**config.mk**
```make
export PLATFORM = sky130hd
export DESIGN_NAME = imem_loader
export DESIGN_NICKNAME = d
export VERILOG_FILES = /design/src/rtl/imem_loader.sv
export SDC_FILE = /design/constraint.sdc
export NUM_CORES = 1
export LEC_CHECK = 0
export ABC_CLOCK_PERIOD_IN_PS = 2600
export BUFFER_PORTS_ARGS = -buffer_cell sky130_fd_sc_hd__buf_2
export CAP_MARGIN = 20
export CORE_ASPECT_RATIO = 0.75
export CORE_MARGIN = 5
export CORE_UTILIZATION = 51
export CTS_CLUSTER_DIAMETER = 60
export DETAILED_ROUTE_END_ITERATION = 6
export GPL_TIMING_DRIVEN = 0
export PLACE_DENSITY = 0.76
export SLEW_MARGIN = 20
export SYNTH_ARGS = -nofsm -noshare
export SYNTH_HDL_FRONTEND = slang
export SYNTH_SLANG_ARGS = --single-unit
```
**constraint.sdc**
```tcl
create_clock -name clk -period 2.6 [get_ports clk]
set_input_delay 0.52 -clock clk [delete_from_list [all_inputs] [get_ports clk]]
set_output_delay 0.52 -clock clk [all_outputs]
set_load 0.03 [all_outputs]
```
**src/rtl/imem_loader.sv**
```systemverilog
// Boot-time instruction memory loader: turns a little-endian byte stream
// (length header, then payload words) into word-aligned imem writes.
module imem_loader #(
  parameter int          DEPTH     = 1024,
  parameter logic [31:0] BASE_ADDR = 32'h0000_0000
) (
  input  logic        clk,
  input  logic        rst,
  input  logic        start_i,
  input  logic        byte_valid_i,
  input  logic [7:0]  byte_data_i,
  output logic        byte_ready_o,
  output logic        mem_we_o,
  output logic [31:0] mem_addr_o,
  output logic [31:0] mem_wdata_o,
  output logic        busy_o,
  output logic        core_hold_o,
  output logic        done_o,
  output logic        err_o,
  output logic [31:0] words_loaded_o
);

  localparam logic [2:0] IDLE  = 3'd0;
  localparam logic [2:0] LEN   = 3'd1;
  localparam logic [2:0] DATA  = 3'd2;
  localparam logic [2:0] WRITE = 3'd3;
  localparam logic [2:0] DONE  = 3'd4;
  localparam logic [2:0] ERR   = 3'd5;

  logic [2:0]  state;
  logic [1:0]  byte_cnt;
  logic [23:0] partial;
  logic [31:0] len;
  logic [31:0] word_idx;
  logic [31:0] addr_q;
  logic [31:0] wdata_q;

  logic        handshake;
  logic        last_byte;
  logic        start_ok;
  logic [31:0] assembled;
  logic [31:0] next_idx;

  // The fourth byte is never stored in partial; it is merged on the fly.
  assign handshake = byte_valid_i && byte_ready_o;
  assign last_byte = handshake && (byte_cnt == 2'd3);
  assign start_ok  = start_i && ((state == IDLE) || (state == DONE) || (state == ERR));
  assign assembled = {byte_data_i, partial};
  assign next_idx  = word_idx + 32'd1;

  always_ff @(posedge clk) begin
    if (rst) begin
      state    <= IDLE;
      byte_cnt <= 2'd0;
      partial  <= 24'd0;
      len      <= 32'd0;
      word_idx <= 32'd0;
      addr_q   <= 32'd0;
      wdata_q  <= 32'd0;
    end else begin
      if (handshake) begin
        byte_cnt <= byte_cnt + 2'd1;
        case (byte_cnt)
          2'd0:    partial[7:0]   <= byte_data_i;
          2'd1:    partial[15:8]  <= byte_data_i;
          2'd2:    partial[23:16] <= byte_data_i;
          default: ;
        endcase
      end

      case (state)
        IDLE: begin
          if (start_ok) begin
            state    <= LEN;
            byte_cnt <= 2'd0;
          end
        end
        LEN: begin
          if (last_byte) begin
            len <= assembled;
            if (assembled == 32'd0)
              state <= DONE;
            else if (assembled > 32'(DEPTH))
              state <= ERR;
            else
              state <= DATA;
          end
        end
        DATA: begin
          if (last_byte) begin
            wdata_q <= assembled;
            addr_q  <= BASE_ADDR + {word_idx[29:0], 2'b00};
            state   <= WRITE;
          end
        end
        WRITE: begin
          word_idx <= next_idx;
          state    <= (next_idx == len) ? DONE : DATA;
        end
        DONE, ERR: begin
          if (start_ok) begin
            state    <= LEN;
            byte_cnt <= 2'd0;
            word_idx <= 32'd0;
          end
        end
        default: state <= IDLE;
      endcase
    end
  end

  // Ready drops in the write cycle so only one word is ever in flight.
  assign byte_ready_o   = (state == LEN) || (state == DATA);
  assign mem_we_o       = (state == WRITE);
  assign busy_o         = (state == LEN) || (state == DATA) || (state == WRITE);
  assign core_hold_o    = busy_o;
  assign done_o         = (state == DONE);
  assign err_o          = (state == ERR);
  assign words_loaded_o = word_idx;
  assign mem_addr_o     = addr_q;
  assign mem_wdata_o    = wdata_q;

endmodule

```
**Yosys cells after proc, flatten, opt, wreduce, memory -nomap -nowiden**

Cells that the tools add are included.

- Flip-flop bits (word level): 155
- Latch bits: 0
- Memory bits (writable): 0
- ROM bits: 0
- Bits of input ports: 12
- Output and inout bits: 102
- Word-level logic and storage cells: 57
- Memories kept: 0

- $add $sub $neg: 2
- $mul: 0
- Div/mod/pow operators: 0
- Magnitude comparators: 1
- Equal/unequal tests: 13
- Shifts and indexed selects: 0
- Mux-type cells: 12
- Bitwise operators: 0
- Reductions and logical operators: 20

Operators by type and width:

| cell | count |
|---|---|
| $pmux 32 s2 | 1 |
| $add 32x1->32 const B | 1 |
| $eq 32x32->1 | 1 |
| $gt 32x11->1 const B | 1 |
| $logic_not 32->1 | 1 |
| $mux 32 | 1 |
| $mux 3 | 6 |
| $pmux 3 s4 | 1 |
| $reduce_and 2->1 | 6 |
| $eq 3x2->1 const B | 2 |
| $eq 3x3->1 const B | 2 |
| $mux 2 | 3 |
| $ne 2x2->1 const B | 3 |
| $eq 2x2->1 const B | 2 |
| $logic_or 1x1->1 | 4 |
| $eq 3x1->1 const B | 1 |
| $logic_and 1x1->1 | 3 |
| $logic_not 3->1 | 1 |
| $reduce_and 3->1 | 1 |
| $reduce_or 3->1 | 1 |
| $add 2x1->2 const B | 1 |
| $eq 2x1->1 const B | 1 |
| $logic_not 2->1 | 1 |
| $ne 2x1->1 const B | 1 |
| other kinds (2) | 2 |

**Longest topological paths before layout**

- Depth after elaboration: 6
- Gate-level depth with buffers: 9
- Gate-level depth less buffers: 8

**Worst setup path before layout**

Ideal clock, no wire load.

- Path type: flip-flop to flip-flop
- From: register word_idx[10] (netlist: words_loaded_o[10])
- To: register state[1]
- Library setup time: 120 ps
- Arrival time: 2,842 ps
- Data required time: 2,480 ps
- Setup slack: -362 ps
- Cell stages (with the launch flop): 10
- Buffers on the path: 2
- Clock period less this slack: 2,962 ps
- Path through: dfxtp_1 -> buf_6 -> nand4_2 -> or4_1 -> buf_6 -> or4_1 -> xnor2_1 -> nor4_1 -> nand4_1 -> o31a_1

- Word-level cells in the longest chain between the ends: 4

Ends and longest elaborated chain:

| item | line | RTL |
|---|---|---|
| start: declaration | 34 | `logic [31:0] word_idx;` |
| start signal: assignment | 97 | `word_idx <= next_idx;` |
| $add 32x1->32 | 49 | `assign next_idx = word_idx + 32'd1;` |
| $eq 32x32->1 | 98 | `state <= (next_idx == len) ? DONE : DATA;` |
| $mux 3 | 98 |  |
| $pmux 3 s4 | 71 | `case (state)` |
| end signal: assignment | 98 |  |
| end: declaration | 30 | `logic [2:0] state;` |

No other way between the ends.
A chain may end at the register's enable or synchronous reset.

**Final worst setup path**

Same ends and word-level chain as after synthesis.

==> impl_results.md <==
- R2r setup slk: -0.14 ns
- Final Max Tran Viols: 0
- Starting density of the core: 52.0%
- Largest net degree at the start of global routing: 17
- Yosys top cell by area: dfxtp_1
- Die extent in x: between 100 and 150 µm
- Final net count: ~1,100
- Fillers: approximately 1,200
- Proportion of synthesized chip area in sequential cells: between 40% and 50%
- Main area contributors after synthesis: dfxtp_1 44%, nand2_1 13%, a21oi_1 10%
- Critical path class: reg -> reg
- All-Layer GR Usage: about a quarter
- Dpl cells: around 1,200
- Critical path capture point: state[1]
- Seq cells post-synth: around 160
- Worst-margin pin slew: slightly below 0.9 ns
- Rel. slew slack: a little over two fifths
- Max incr delay on CP: approximately 0.58 ns
- Reg-to-Reg End: state[1]
- Core area: about 0.014 mm²
- Critical path's slowest cell: or4_4
- Gp weighted congestion: approximately 0.94
- Sink Count: around 160
- Worst-path maximum fanout: 2
- Layout cells sized above 1: approximately a fifth
- Tot Pwr: just under 5 mW
- RSZ-0062 raised after global routing: yes
- Post-Syn Instances: between 900 and 1,000
- Commonest cells after routing, fill and taps aside: 246 x nand2_1, 148 x a21oi_1, 144 x dfxtp_1
- # IOs: approximately 110
- Diode count: 0
- Post-Syn Area: approximately 0.007 mm²
- Pwr dens: 567 mW/mm²
- Htree depth: 4
- Clock Root Buffer: clkbuf_16
- Peak VDD IR: 0.000472 V
- Sum Neg Setup Slack: -0.213 ns
- Clock Tree Buf Depth: 2
- Hold crit path type: in -> reg
- Placed Area: about 0.008 mm²
- Number of port buffers: 110
- Post-Syn Area per Cell: about 7.6 µm²
- Max Cap Viol: 0
- Detail Route Antenna Nets: 0
- Startpoint class of the critical path: flip-flop
- Hold-fix buffers, CTS: 0
- Most used cell, CP: or4_4
- Final Hold Vio Count: 0
- Wire per inst: 17.6 µm
- Worst setup margin: -0.136 ns
- WP data required: approximately 2.9 ns
- Remaining DRCs: 6
- Post-route insts no fill: ~1,300
- Area Growth Syn to Fin: 23.2%
- CP top delay family: simple AND/OR/NAND/NOR gates
- CTS buffer count: 17
- Most common cell after layout, fill and taps aside: nand2_1
- Critical path startpoint: words_loaded_o[10]
- Remaining Overflow, GRT: 0
- Clock skew: 0.0105 ns
- Status: finished, violations left
- Final min period: around 2.7 ns
- Initial antenna violation count: 0
- Critical Path Stages: 8
- Worst-path clk slew: approximately 0.06 ns
- Reg2reg path depth: 8
- Leakage: roughly 3.4 nW
- Die area: 0.0165 mm²
- Final Cell Area: ~0.009 mm²
- Critical path arrival: 3.04 ns
- Initial DRT Pass Iterations: 7
- Clock Latency Late Sink: 0.43 ns
- Reg2reg start: words_loaded_o[10]
- Number of global-route vias before repair: approximately 6,600
- Vias/cell: between 5 and 6
- Synth top area share: between 40 and 50%
- Warnings from Yosys: 0
- First DRT Iteration DRCs: 682
- Worst path cell trace: nand4_4, or4_4, buf_6, or4_4, xnor2_2, nor4_1, nand4_1, o31a_1
- Detailed Route WL: ~22 mm
- Finish-stage setup viols: 2
- Violated checks: design-rule violations, negative setup slack
- Dpl hpwl: around 16 mm
- Global-route wire length before repair: about 35 mm
- Buf+Inv Stages, Crit Path: 1
- CTS tree: done
- Crit share post-route: 105%
- Synth unique cells: 50
- Worst setup EP type: flip-flop
- DR vias: 7,375
- Chip height: 112 µm
- Fmax: roughly 0.37 GHz
- Row cnt: 37
report_power, final:
| part | internal [mW] | total (mW) | leakage (nW) | switching, mW |
|---|---|---|---|---|
| Sequential | 2.37 | 2.38 | 1.26 | 0.0109 |
| Clock | 1.37 | 2.44 | 0.269 | 1.07 |
| Combinational | 0.0353 | 0.152 | 1.84 | 0.117 |
per-layer routing:
layer	track usage, %	part of all wire (%)
met1	36.4	43
met2	39.1	44
met3	7.75	11
met4	7.71	2.0
met5	0	0
synthesized netlist by cell type, drive strengths merged:
library cell  number
and3               7
nor2b              2
mux2i              5
o311a              1
o31a               1
o21a               2
a22oi              3
a31oi              5
and2               4
o2111a             1
o32ai              1
a31o               3
or4                3
a311oi             8
nor4              24
o31ai              1
nand4             15
mux2               1
ha                 5
a21oi            148
nand3             46
xor2              18
nand2            251
a211oi             1
and4               4
or2                3
nor3              17
nor3b              1
or3                6
xnor2             33
buf                7
inv                7
nand3b             6
dfxtp            155
o21bai             1
clkbuf            70
o221ai             1
a2111oi            1
nor2              48
o21ai             23
o32a               1
conb               1
a41oi              2
area by class of cell:
| class | instances | area [µm²] | area share, % |
|---|---|---|---|
| Multi-Input combinational cell | 705 | 3860 | 44.1 |
| Tap cell | 175 | 219 | 2.50 |
| Sequential cell | 155 | 3140 | 35.8 |
| Timing Repair Buffer | 128 | 693 | 7.90 |
| Clock inverter | 13 | 133 | 1.51 |
| Clock buffer | 19 | 443 | 5.05 |
| Buffer | 62 | 251 | 2.87 |
| Inverter | 7 | 30.0 | 0.342 |
how the worst min path moves through the flow:
stage,startpoint,endpoint,cells after the start
3_3_place_gp,mem_addr_o[12],mem_addr_o[12],2
3_5_place_dp,mem_addr_o[16],mem_addr_o[16],2
4_1_cts,byte_data_i[4],mem_wdata_o[28],3
2_1_floorplan,len[13],len[13],2
6_report,byte_data_i[7],len[31],3
5_1_grt,byte_data_i[3],mem_wdata_o[27],3
flip-flops by register name, indices dropped and copies added, names as in the netlist:
signal,flops
mem_addr_o,30
byte_cnt,2
partial,24
mem_wdata_o,32
state,3
len,32
words_loaded_o,32
cell families after synthesis:
logic type,after synthesis,synth area share [%]
mux,6,0.861
simple gates,437,27.7
buf+inv,84,4.85
xor+xnor,51,6.27
compound gates,204,15.8
other cells,1,0.0527
flops,155,43.6
fa+ha+maj,5,0.878
through the flow:
| step | hold slack, ns | worst slack (ns) | utilization (%) |
|---|---|---|---|
| 2_1_floorplan | 0.448 | 0.0457 | - |
| 3_3_place_gp | 0.440 | -0.481 | 58.1 |
| 3_5_place_dp | 0.443 | -0.572 | 58.1 |
| 4_1_cts | 0.415 | -0.153 | 63.7 |
| 5_1_grt | 0.425 | -0.138 | 64.0 |
| 6_report | 0.426 | -0.136 | 64.0 |
tightest hold or removal path: cells and delay by family:
kind | cells | cell delay (ns)
AOI/OAI and AO/OA | 1 | 0.05
and+or+nand+nor | 1 | 0.07
buffers and inverters | 1 | 0.16
timing repair:
| item | CTS | global route |
|---|---|---|
| endpoints found under the setup margin | 4 | 8 |
| endpoints found under the hold margin | 0 | 0 |
| resized for setup | 26 | 16 |
| pin swaps | 11 | 9 |
| setup buffers | 18 | 0 |
Power figures use the tool's default switching activity.
